==> src/rtl/trng_ctrl_if.sv <==
// rtl/trng_ctrl_if.sv - collector and requester signals shared with trng_ctrl
//
// Purpose: bundles the entropy-collector handshake and the two-requester
// grant bus so the controller and its neighbours connect through one port.
//
// Signals:
//   src_en     controller -> collector, oscillator/collector enable
//   src_data   collector -> controller, 32-bit collected word
//   src_valid  collector -> controller, one-cycle strobe for src_data
//   req        requesters -> controller, request levels (bit0 CPU, bit1 UART)
//   gnt        controller -> requesters, one-hot single-cycle grant
//   rdata      controller -> requesters, delivered word while gnt != 0
//
// Modports: slave = trng_ctrl side, master = collector/requester side.
interface trng_ctrl_if;
  logic        src_en;
  logic [31:0] src_data;
  logic        src_valid;
  logic [1:0]  req;
  logic [1:0]  gnt;
  logic [31:0] rdata;

  modport slave  (input src_data, src_valid, req, output src_en, gnt, rdata);
  modport master (output src_data, src_valid, req, input src_en, gnt, rdata);
endinterface

==> src/rtl/trng_ctrl.sv <==
// rtl/trng_ctrl.sv - TRNG sequencing, health screening and two-port sharing
//
// Purpose: powers the ring-oscillator chain, waits out warm-up, screens each
// collected word with an online health test, buffers one good word and hands
// it to the CPU or UART requester under round-robin arbitration.
//
// Ports:
//   clk          sole clock
//   rst          asynchronous active-low reset
//   enable       master enable level; low forces OFF the next cycle
//   bus          trng_ctrl_if.slave (src_en/src_data/src_valid, req/gnt/rdata)
//   state        OFF=0 WARMUP=1 FILL=2 READY=3 FAULT=4
//   health_fail  sticky fault flag, cleared only by leaving via OFF
//   fail_cnt     consecutive health failures, saturating at FAIL_LIMIT
//
// Build option TRNG_HEALTH_EN: builds the health test (repeat, all-zero and
// all-one rejection) and the FAULT path. Without it every word passes,
// fail_cnt stays 0 and health_fail is tied low.
module trng_ctrl #(
  parameter int unsigned WARMUP_CYCLES = 1024,
  parameter int unsigned FAIL_LIMIT    = 3
) (
  input  logic        clk,
  input  logic        rst,
  input  logic        enable,
  trng_ctrl_if.slave  bus,
  output logic [2:0]  state,
  output logic        health_fail,
  output logic [7:0]  fail_cnt
);

  typedef enum logic [2:0] {
    S_OFF    = 3'd0,
    S_WARMUP = 3'd1,
    S_FILL   = 3'd2,
    S_READY  = 3'd3,
    S_FAULT  = 3'd4
  } state_t;

  localparam int unsigned   CW        = $clog2(WARMUP_CYCLES + 1);
  localparam logic [CW-1:0] WARM_LOAD = CW'(WARMUP_CYCLES);
  localparam logic [7:0]    LIMIT     = 8'(FAIL_LIMIT);

  state_t        state_q, state_d;
  logic [CW-1:0] warm_q, warm_d;
  logic [31:0]   buf_q, buf_d;
  logic [7:0]    fail_q, fail_d;
  logic          last_uart_q, last_uart_d;
  logic [1:0]    gnt_q, gnt_d;
  logic [31:0]   rdata_q, rdata_d;
  logic          src_en_q;
  logic          tested;
  logic          pass;

  // Only words arriving while the buffer path is live are screened; warm-up
  // words and anything in a cycle where enable drops are ignored outright.
  assign tested = enable && bus.src_valid && (state_q == S_FILL || state_q == S_READY);

`ifdef TRNG_HEALTH_EN
  logic [31:0] prev_q;
  logic        prev_vld_q;
  logic        hf_q;

  assign pass = (bus.src_data != 32'h0000_0000) &&
                (bus.src_data != 32'hFFFF_FFFF) &&
                !(prev_vld_q && bus.src_data == prev_q);

  // The previous word is forgotten in OFF so the first word after warm-up
  // is only checked against the stuck-at patterns.
  always_ff @(posedge clk or negedge rst) begin
    if (!rst) begin
      prev_q     <= 32'h0;
      prev_vld_q <= 1'b0;
      hf_q       <= 1'b0;
    end else begin
      if (state_q == S_OFF) begin
        prev_vld_q <= 1'b0;
      end else if (tested) begin
        prev_q     <= bus.src_data;
        prev_vld_q <= 1'b1;
      end
      hf_q <= (state_d == S_FAULT);
    end
  end

  assign health_fail = hf_q;
`else
  assign pass        = 1'b1;
  assign health_fail = 1'b0;
`endif

  always_comb begin
    state_d     = state_q;
    warm_d      = warm_q;
    buf_d       = buf_q;
    fail_d      = fail_q;
    last_uart_d = last_uart_q;
    gnt_d       = 2'b00;
    rdata_d     = 32'h0;
    if (!enable) begin
      state_d = S_OFF;
      fail_d  = 8'h00;
    end else begin
      if (tested) begin
        if (pass)
          fail_d = 8'h00;
        else if (fail_q < LIMIT)
          fail_d = fail_q + 8'h01;
      end
      case (state_q)
        S_OFF: begin
          state_d = S_WARMUP;
          warm_d  = WARM_LOAD;
        end
        S_WARMUP: begin
          warm_d = warm_q - CW'(1);
          if (warm_q <= CW'(1))
            state_d = S_FILL;
        end
        S_FILL: begin
          if (tested && pass) begin
            buf_d   = bus.src_data;
            state_d = S_READY;
          end
        end
        S_READY: begin
          if (bus.req != 2'b00) begin
            // With both requesting, the one not served last time wins.
            if (bus.req == 2'b11)
              gnt_d = last_uart_q ? 2'b01 : 2'b10;
            else
              gnt_d = bus.req;
            rdata_d     = buf_q;
            last_uart_d = gnt_d[1];
            // A good word landing in the grant cycle refills the buffer
            // directly instead of dropping back to FILL.
            if (tested && pass)
              buf_d = bus.src_data;
            else
              state_d = S_FILL;
          end
        end
        S_FAULT: ;
        default: state_d = S_OFF;
      endcase
      // Reaching the failure limit wins over any grant decided above.
      if (tested && !pass && fail_d == LIMIT) begin
        state_d     = S_FAULT;
        gnt_d       = 2'b00;
        rdata_d     = 32'h0;
        last_uart_d = last_uart_q;
      end
    end
  end

  always_ff @(posedge clk or negedge rst) begin
    if (!rst) begin
      state_q     <= S_OFF;
      warm_q      <= '0;
      buf_q       <= 32'h0;
      fail_q      <= 8'h00;
      last_uart_q <= 1'b1;
      gnt_q       <= 2'b00;
      rdata_q     <= 32'h0;
      src_en_q    <= 1'b0;
    end else begin
      state_q     <= state_d;
      warm_q      <= warm_d;
      buf_q       <= buf_d;
      fail_q      <= fail_d;
      last_uart_q <= last_uart_d;
      gnt_q       <= gnt_d;
      rdata_q     <= rdata_d;
      src_en_q    <= (state_d == S_WARMUP) || (state_d == S_FILL) || (state_d == S_READY);
    end
  end

  assign bus.src_en = src_en_q;
  assign bus.gnt    = gnt_q;
  assign bus.rdata  = rdata_q;
  assign state      = state_q;
  assign fail_cnt   = fail_q;

endmodule

==> src/flat_wrapper.sv <==
// flat-port wrapper written by rule: the top's interface ports become plain ports
module trng_ctrl_flat 
#(
  parameter int unsigned WARMUP_CYCLES = 1024,
  parameter int unsigned FAIL_LIMIT    = 3
)
  (clk, rst, enable, state, health_fail, fail_cnt, bus_src_data, bus_src_valid, bus_req, bus_src_en, bus_gnt, bus_rdata);
  trng_ctrl_if bus_i ();
  input  logic clk;
  input  logic rst;
  input  logic enable;
  output logic [2:0] state;
  output logic health_fail;
  output logic [7:0] fail_cnt;
  input wire logic [$bits(bus_i.src_data)-1:0] bus_src_data;
  input wire logic [$bits(bus_i.src_valid)-1:0] bus_src_valid;
  input wire logic [$bits(bus_i.req)-1:0] bus_req;
  output wire logic [$bits(bus_i.src_en)-1:0] bus_src_en;
  output wire logic [$bits(bus_i.gnt)-1:0] bus_gnt;
  output wire logic [$bits(bus_i.rdata)-1:0] bus_rdata;
  assign bus_i.src_data = bus_src_data;
  assign bus_i.src_valid = bus_src_valid;
  assign bus_i.req = bus_req;
  assign bus_src_en = bus_i.src_en;
  assign bus_gnt = bus_i.gnt;
  assign bus_rdata = bus_i.rdata;
  trng_ctrl #(.WARMUP_CYCLES(WARMUP_CYCLES), .FAIL_LIMIT(FAIL_LIMIT)) u_core (.clk(clk), .rst(rst), .enable(enable), .bus(bus_i), .state(state), .health_fail(health_fail), .fail_cnt(fail_cnt));
endmodule
==> config.mk <==
export PLATFORM = sky130hd
export DESIGN_NAME = trng_ctrl_flat
export DESIGN_NICKNAME = d
export VERILOG_FILES = /design/src/rtl/trng_ctrl_if.sv /design/src/rtl/trng_ctrl.sv /design/src/flat_wrapper.sv
export SDC_FILE = /design/constraint.sdc
export NUM_CORES = 1
export LEC_CHECK = 0
export CAP_MARGIN = 20
export CORE_AREA = 2 2 99 77
export CTS_CLUSTER_SIZE = 25
export DETAILED_ROUTE_END_ITERATION = 10
export DIE_AREA = 0 0 101 79
export PLACE_DENSITY = 0.77
export SETUP_SLACK_MARGIN = 0.05
export SYNTH_ARGS = -nofsm -noshare
export SYNTH_HDL_FRONTEND = slang
export SYNTH_SLANG_ARGS = --single-unit
==> constraint.sdc <==
create_clock -name clk -period 2.5 [get_ports clk]
set_clock_uncertainty 0.15 [all_clocks]
set_input_delay 0.5 -clock clk [delete_from_list [all_inputs] [get_ports clk]]
set_output_delay 0.5 -clock clk [all_outputs]
set_load 0.01 [all_outputs]
==> run metrics, run 1 <==
status finished, final reports clean; f_max 0.469 GHz; via count 2117; Final Instance Area 0.00437 mm2; largest net degree at the start of global routing 47; Critical Path AT 2.21 ns; Mapped Area 0.00326 mm2; Setup TNS 0 ns; drt total wl 6100 um; RSZ-0062 raised after global routing no; Post-CTS Setup Bufs 0; width of the die 101 um; Initial Util 46.0%; synth top area cells dfrtp_1, mux2_2, and2_1, buf_4, nand2_1; final number of max-transition violations 0; io pins 85; all-layer global routing usage 16.4%; DR pass1 iterations 4; Worst-path clk slew 0.08 ns; CTS tree done; reg-to-reg startpoint u_core.warm_q[3]$_DFFE_PN0P_; CTS Root Cell clkbuf_8; post-synthesis sequential area ratio 62.9%; vias in the first global route 2070; commonest cells after routing, fill and taps aside dfrtp_1, clkdlybuf4s50_1, and2_1; die area 0.00798 mm2; Peak VDD IR 438 uV; Layout area overhead 33.8%; Max clock buf depth 2; final net count 374; commonest non-fill, non-tap cell in the layout dfrtp_1; core footprint 0.00709 mm2; Pleak 2.08 nW; Synth cell types 47; die height 79 um; Post-synth ARST share 100%; HPWL Detailed 4230 um; Main synth FF type dfrtp_1; worst skew pair latency 0.34 ns; DRC 0; worst min path class reg -> reg; GRT overflow 0; IO buf count 75; GP Congestion 0.834; antenna violations before repair 0; final worst-path cycle share 85.2%; row cnt 27; # diodes 0; Antenna Nets Post-Route 0; hold_ws 0.324 ns; final setup violation count 0; share of cells above drive strength 1 18.9%; Synth top area share 62.1%; maxcap violations 0; First DRT Iteration DRCs 72; final hold vios 0; Final min period 2.13 ns; Setup crit end kind flop; CTS Buf Count 9; EDFF count, synth 0; WL/cell 14.3 um; Avg Inst Size Synth 13.2 um2; Critical Path Start bus_req[1]; Pwr Density 752 mW/mm2; htree depth 3; clk sinks 82; Cells after Synth 248; Worst EP required 2.58 ns; placed cell area 0.00414 mm2; Worst Setup Path Type in -> reg; yosys warns 0; worst-path maximum fanout 32; startpoint types primary input; first-pass GRT wire length 9790 um; hold_sp u_core.buf_q[27]$_DFFE_PN0P_; Synth Register Bits 82; vias per std cell 4.97; largest area contributor in the netlist dfrtp_1
-- logic make-up after synthesis --
logic type      share of synthesized area, %
flops                                   62.9
simple gates                            15.1
mux                                     11.0
buf+inv                                 4.14
compound gates                          5.94
other cells                            0.115
fa+ha+maj                              0.767
-- cell usage after synthesis (2+ instances only) --
| cell type | n |
|---|---|
| dfrtp_1 | 81 |
| and2_1 | 33 |
| mux2_2 | 32 |
| nand2_1 | 11 |
| buf_4 | 9 |
| clkbuf_1 | 7 |
| inv_1 | 4 |
| nand3_1 | 4 |
| nor2_1 | 4 |
| o211ai_1 | 4 |
| o21ai_0 | 4 |
| or3_1 | 4 |
| a21oi_1 | 3 |
| and3_1 | 3 |
| buf_2 | 3 |
| nor2b_1 | 3 |
| nor3_1 | 3 |
| ha_1 | 2 |
| nand2b_1 | 2 |
| nand4_1 | 2 |
| nor3b_1 | 2 |
| o311ai_0 | 2 |
| o31ai_1 | 2 |
-- sequential cells by signal (all words and copies together), names as in the netlist --
name,count
u_core.state,3
u_core.last_uart_q,1
u_core.bus.src_en,1
u_core.buf_q,32
u_core.bus.gnt,2
u_core.bus.rdata,32
u_core.warm_q,11
-- power breakdown --
| part | switching (mW) | total [mW] | leakage, nW | internal (mW) |
|---|---|---|---|---|
| clock network | 0.456 | 1.05 | 0.111 | 0.593 |
| logic | 0.245 | 0.553 | 0.848 | 0.308 |
| registers | 0.158 | 1.68 | 1.12 | 1.52 |
-- area by class of cell --
class,count,area [um2]
Fill cell,571,2730
Sequential cell,82,2050
Multi-Input combinational cell,150,1100
Timing Repair Buffer,87,866
Clock buffer,12,145
Tap cell,87,109
Clock inverter,4,73.8
Inverter,4,15.0
-- worst max-delay path, stage by stage --
cell and delay (ns):
clkdlybuf4s50_1 0.46, or3b_2 0.50, nand4_1 0.15, buf_12 0.21
mux2_2 0.36
-- worst paths after layout --
| path | slack (ns) | depth (start not counted) | end |
|---|---|---|---|
| worst max-delay path | 0.37 | 5 | u_core.buf_q[10]$_DFFE_PN0P_ |
| max in group asynchronous | 1.04 | 3 | u_core.last_uart_q$_DFFE_PN1P_ |
| worst max register to register | 0.41 | 3 | u_core.state[0]$_DFF_PN0_ |
| worst min register to register | 0.32 | 1 | u_core.bus.rdata[27]$_DFF_PN0_ |
| min in group asynchronous | 0.50 | 2 | u_core.buf_q[7]$_DFFE_PN0P_ |
| worst min-delay path | 0.32 | 1 | u_core.bus.rdata[27]$_DFF_PN0_ |
-- metal layers --
layer	part of all wire (%)	GRT usage, %
met2	48	25.7
met4	1.7	6.62
met3	7.0	6.34
met5	0	0
met1	43	20.4
-- per-stage QoR --
step                      utilization, %  setup WS (ns)  power, mW  instances
after floorplan                        -          0.482       2.07        256
after global placement              58.3         0.0490       2.22        409
after detailed placement            58.3         0.0135       2.26        409
after CTS                           61.6          0.385       3.32        426
after global routing                61.6          0.333       3.48        426
final                               61.6          0.370       3.28        426
-- timing repair --
action                    4_1_cts  5_1_grt
hold buffers                    1        0
hold endpoints to repair       36        0
resized for setup               0        0
Power figures use the tool's default switching activity.
==> run 2: changes to the inputs <==
--- a/config.mk
+++ b/config.mk
@@ -6,10 +6,10 @@
 export NUM_CORES = 1
 export LEC_CHECK = 0
 export CAP_MARGIN = 20
-export CORE_AREA = 2 2 99 77
+export CORE_AREA = 2 2 120 64
 export CTS_CLUSTER_SIZE = 25
 export DETAILED_ROUTE_END_ITERATION = 10
-export DIE_AREA = 0 0 101 79
+export DIE_AREA = 0 0 122 66
 export PLACE_DENSITY = 0.77
 export SETUP_SLACK_MARGIN = 0.05
 export SYNTH_ARGS = -nofsm -noshare
==> run 2 against run 1 <==
Net effect: register-to-register slack worse by 0.06 ns; flip-flop and latch count unchanged; core utilization up 3.0 points; sequential power about the same; critical path depth down 2; highest routed layer unchanged; combinational power about the same; cell count up 1.9%; clock power up 51%.
==> run metrics, run 2 (synthesis results as in run 1) <==
status finished, final reports clean; Final Instance Area 0.00453 mm2 (+3.7%); Worst Setup Path Type reg -> reg; IO buf count 75 (unchanged); FF-to-FF path depth 3 (unchanged); placed cell area 0.00415 mm2 (+0.39%); htree depth 3 (unchanged); final setup violation count 0 (unchanged); sink of the worst hold path u_core.bus.rdata[18]$_DFF_PN0_; commonest non-fill, non-tap cell in the layout dfrtp_1; core footprint 0.00702 mm2 (-1.1%); final number of max-transition violations 0 (unchanged); antenna violations before repair 0 (unchanged); Worst EP required 2.57 ns (about the same); hold_sp u_core.buf_q[18]$_DFFE_PN0P_; worst-path maximum fanout 9 (-72%); CP max stage cell or4_4; final worst-path cycle share 86.2% (+0.99 points); drt total wl 6420 um (+5.2%); GRT overflow 0 (unchanged); reg-to-reg startpoint u_core.warm_q[3]$_DFFE_PN0P_; final core occ 64.5% (+3.0 points); Layout area overhead 38.8%; First DRT Iteration DRCs 130 (+81%); worst min path class reg -> reg; final-layout fill cell count 544 (-4.7%); Worst-path clk slew 0.06 ns (-0.02 ns); die height 66 um (-16%); # diodes 0 (unchanged); Antenna Nets Post-Route 0 (unchanged); Setup crit end kind flop; Final min period 2.15 ns (+0.0249 ns); Initial Util 46.5% (+0.49 points); final net count 373 (-0.27%); GP Congestion 0.844 (+1.2%); DRC 0 (unchanged); vias per std cell 4.95 (-0.31%); CP bufs+invs 0 (-2); Clock Power Share 41.4% (+9.5 points); Peak VDD IR 621 uV (+42%); Sw Pwr 921 uW (+7.4%); Post-CTS Setup Bufs 0 (unchanged); share of cells above drive strength 1 19.2% (+0.35 points); Max clock buf depth 2 (unchanged); clk sinks 82 (unchanged); vias in the first global route 2128 (+2.8%); largest net degree at the start of global routing 49 (+4.3%); startpoint types flop; Reg2Reg Capture Point u_core.state[0]$_DFF_PN0_; RSZ-0062 raised after global routing no; Pleak 2.14 nW (+3.2%); Slowest Stage Delay on Critical Path 0.62 ns (+0.12 ns); Gate power share 14.4% (-2.4 points); io pins 85 (unchanged); switching part of the total 24.0% (-2.1 points); Pwr Density 846 mW/mm2 (+13%); Top Family by Delay on Critical Path simple AND/OR/NAND/NOR gates; CTS Root Cell clkbuf_16; first-pass GRT wire length 10600 um (+8.2%); CTS tree done; R2R Setup Slk 0.35 ns (-0.06 ns); row cnt 22 (-19%); Slew headroom 67.1%; crit path cell chain or4_4, or4b_1, o31a_1; via count 2150 (+1.6%); Worst-Margin Slew 0.486 ns; width of the die 122 um (+21%); CTS Buf Count 9 (unchanged); worst skew pair latency 0.34 ns (about the same); commonest cells after routing, fill and taps aside dfrtp_1, clkdlybuf4s50_1, and2_1; maxcap violations 0 (unchanged); sequential power share 44.2% (-7.0 points); final hold vios 0 (unchanged); all-layer global routing usage 17.9% (+1.5 points); DR pass1 iterations 4 (unchanged); WL/cell 14.8 um (+3.3%); Hold Crit Depth 1 (unchanged); f_max 0.464 GHz (-1.2%); P_int 2.91 mW (+20%); Critical Path AT 2.22 ns (about the same); die area 0.00805 mm2 (+0.91%); HPWL Detailed 4410 um (+4.3%); Setup TNS 0 ns (unchanged)
## run 2: cell count changes in the layout (fill, tap and decap cells not counted)
cell	before	now
clkbuf_8	10	0
clkbuf_16	0	9
buf_4	10	8
bufinv_16	2	4
clkbuf_1	2	0
buf_12	2	3
clkinv_2	1	2
## run 2: worst max-delay path by stage
stage / start / endpoint / cells after the start
after floorplan: u_core.warm_q[3]$_DFFE_PN0P_ / u_core.state[0]$_DFF_PN0_ / 4
after global placement: enable / u_core.warm_q[3]$_DFFE_PN0P_ / 4
after detailed placement: bus_req[1] / u_core.buf_q[9]$_DFFE_PN0P_ / 5
after CTS: u_core.warm_q[3]$_DFFE_PN0P_ / u_core.state[0]$_DFF_PN0_ / 3
after global routing: u_core.warm_q[3]$_DFFE_PN0P_ / u_core.state[0]$_DFF_PN0_ / 3
final: u_core.warm_q[3]$_DFFE_PN0P_ / u_core.state[0]$_DFF_PN0_ / 3
## run 2: layout make-up
| class | instances | area [um2] | share of cell area, % |
|---|---|---|---|
| Clock buffer | 9 | 225 | 4.97 |
| Sequential cell | 82 | 2050 | 45.3 |
| Multi-Input combinational cell | 150 | 1100 | 24.4 |
| Tap cell | 96 | 120 | 2.65 |
| Timing Repair Buffer | 86 | 871 | 19.2 |
| Inverter | 4 | 15.0 | 0.332 |
| Clock inverter | 7 | 139 | 3.07 |
## run 2: timing repair
item	4_1_cts	5_1_grt
hold buffers	1	0
endpoints found under the hold margin	34	0
resized for setup	0	0
## run 2: routing by layer
| layer | share of wire, % | track usage (%) | vias to the layer above |
|---|---|---|---|
| li1 | - | - | 1015 |
| met1 | 46 | 23.4 | 1050 |
| met2 | 42 | 24.9 | 73 |
| met3 | 10 | 10.1 | 12 |
| met4 | 1.5 | 6.03 | 0 |
| met5 | 0 | 0 | - |
## run 2: power groups by stage
stage / clock, mW / sequential [mW] / combinational (mW)
2_1_floorplan: 0 / 1.65 / 0.418
3_3_place_gp: 0 / 1.70 / 0.529
3_5_place_dp: 0 / 1.71 / 0.552
4_1_cts: 1.62 / 1.69 / 0.556
5_1_grt: 1.69 / 1.72 / 0.616
6_report: 1.59 / 1.69 / 0.551
## run 2: per-stage QoR
stage               worst slack, ns  power, mW  hold slack (ns)  std cells
finish                        0.345       3.83            0.319        434
global route                  0.293       4.03            0.343        434
CTS                           0.349       3.87            0.324        434
detailed placement           0.0503       2.27            0.312        417
global placement             0.0794       2.23            0.307        417
floorplan                     0.482       2.07           0.0544        256
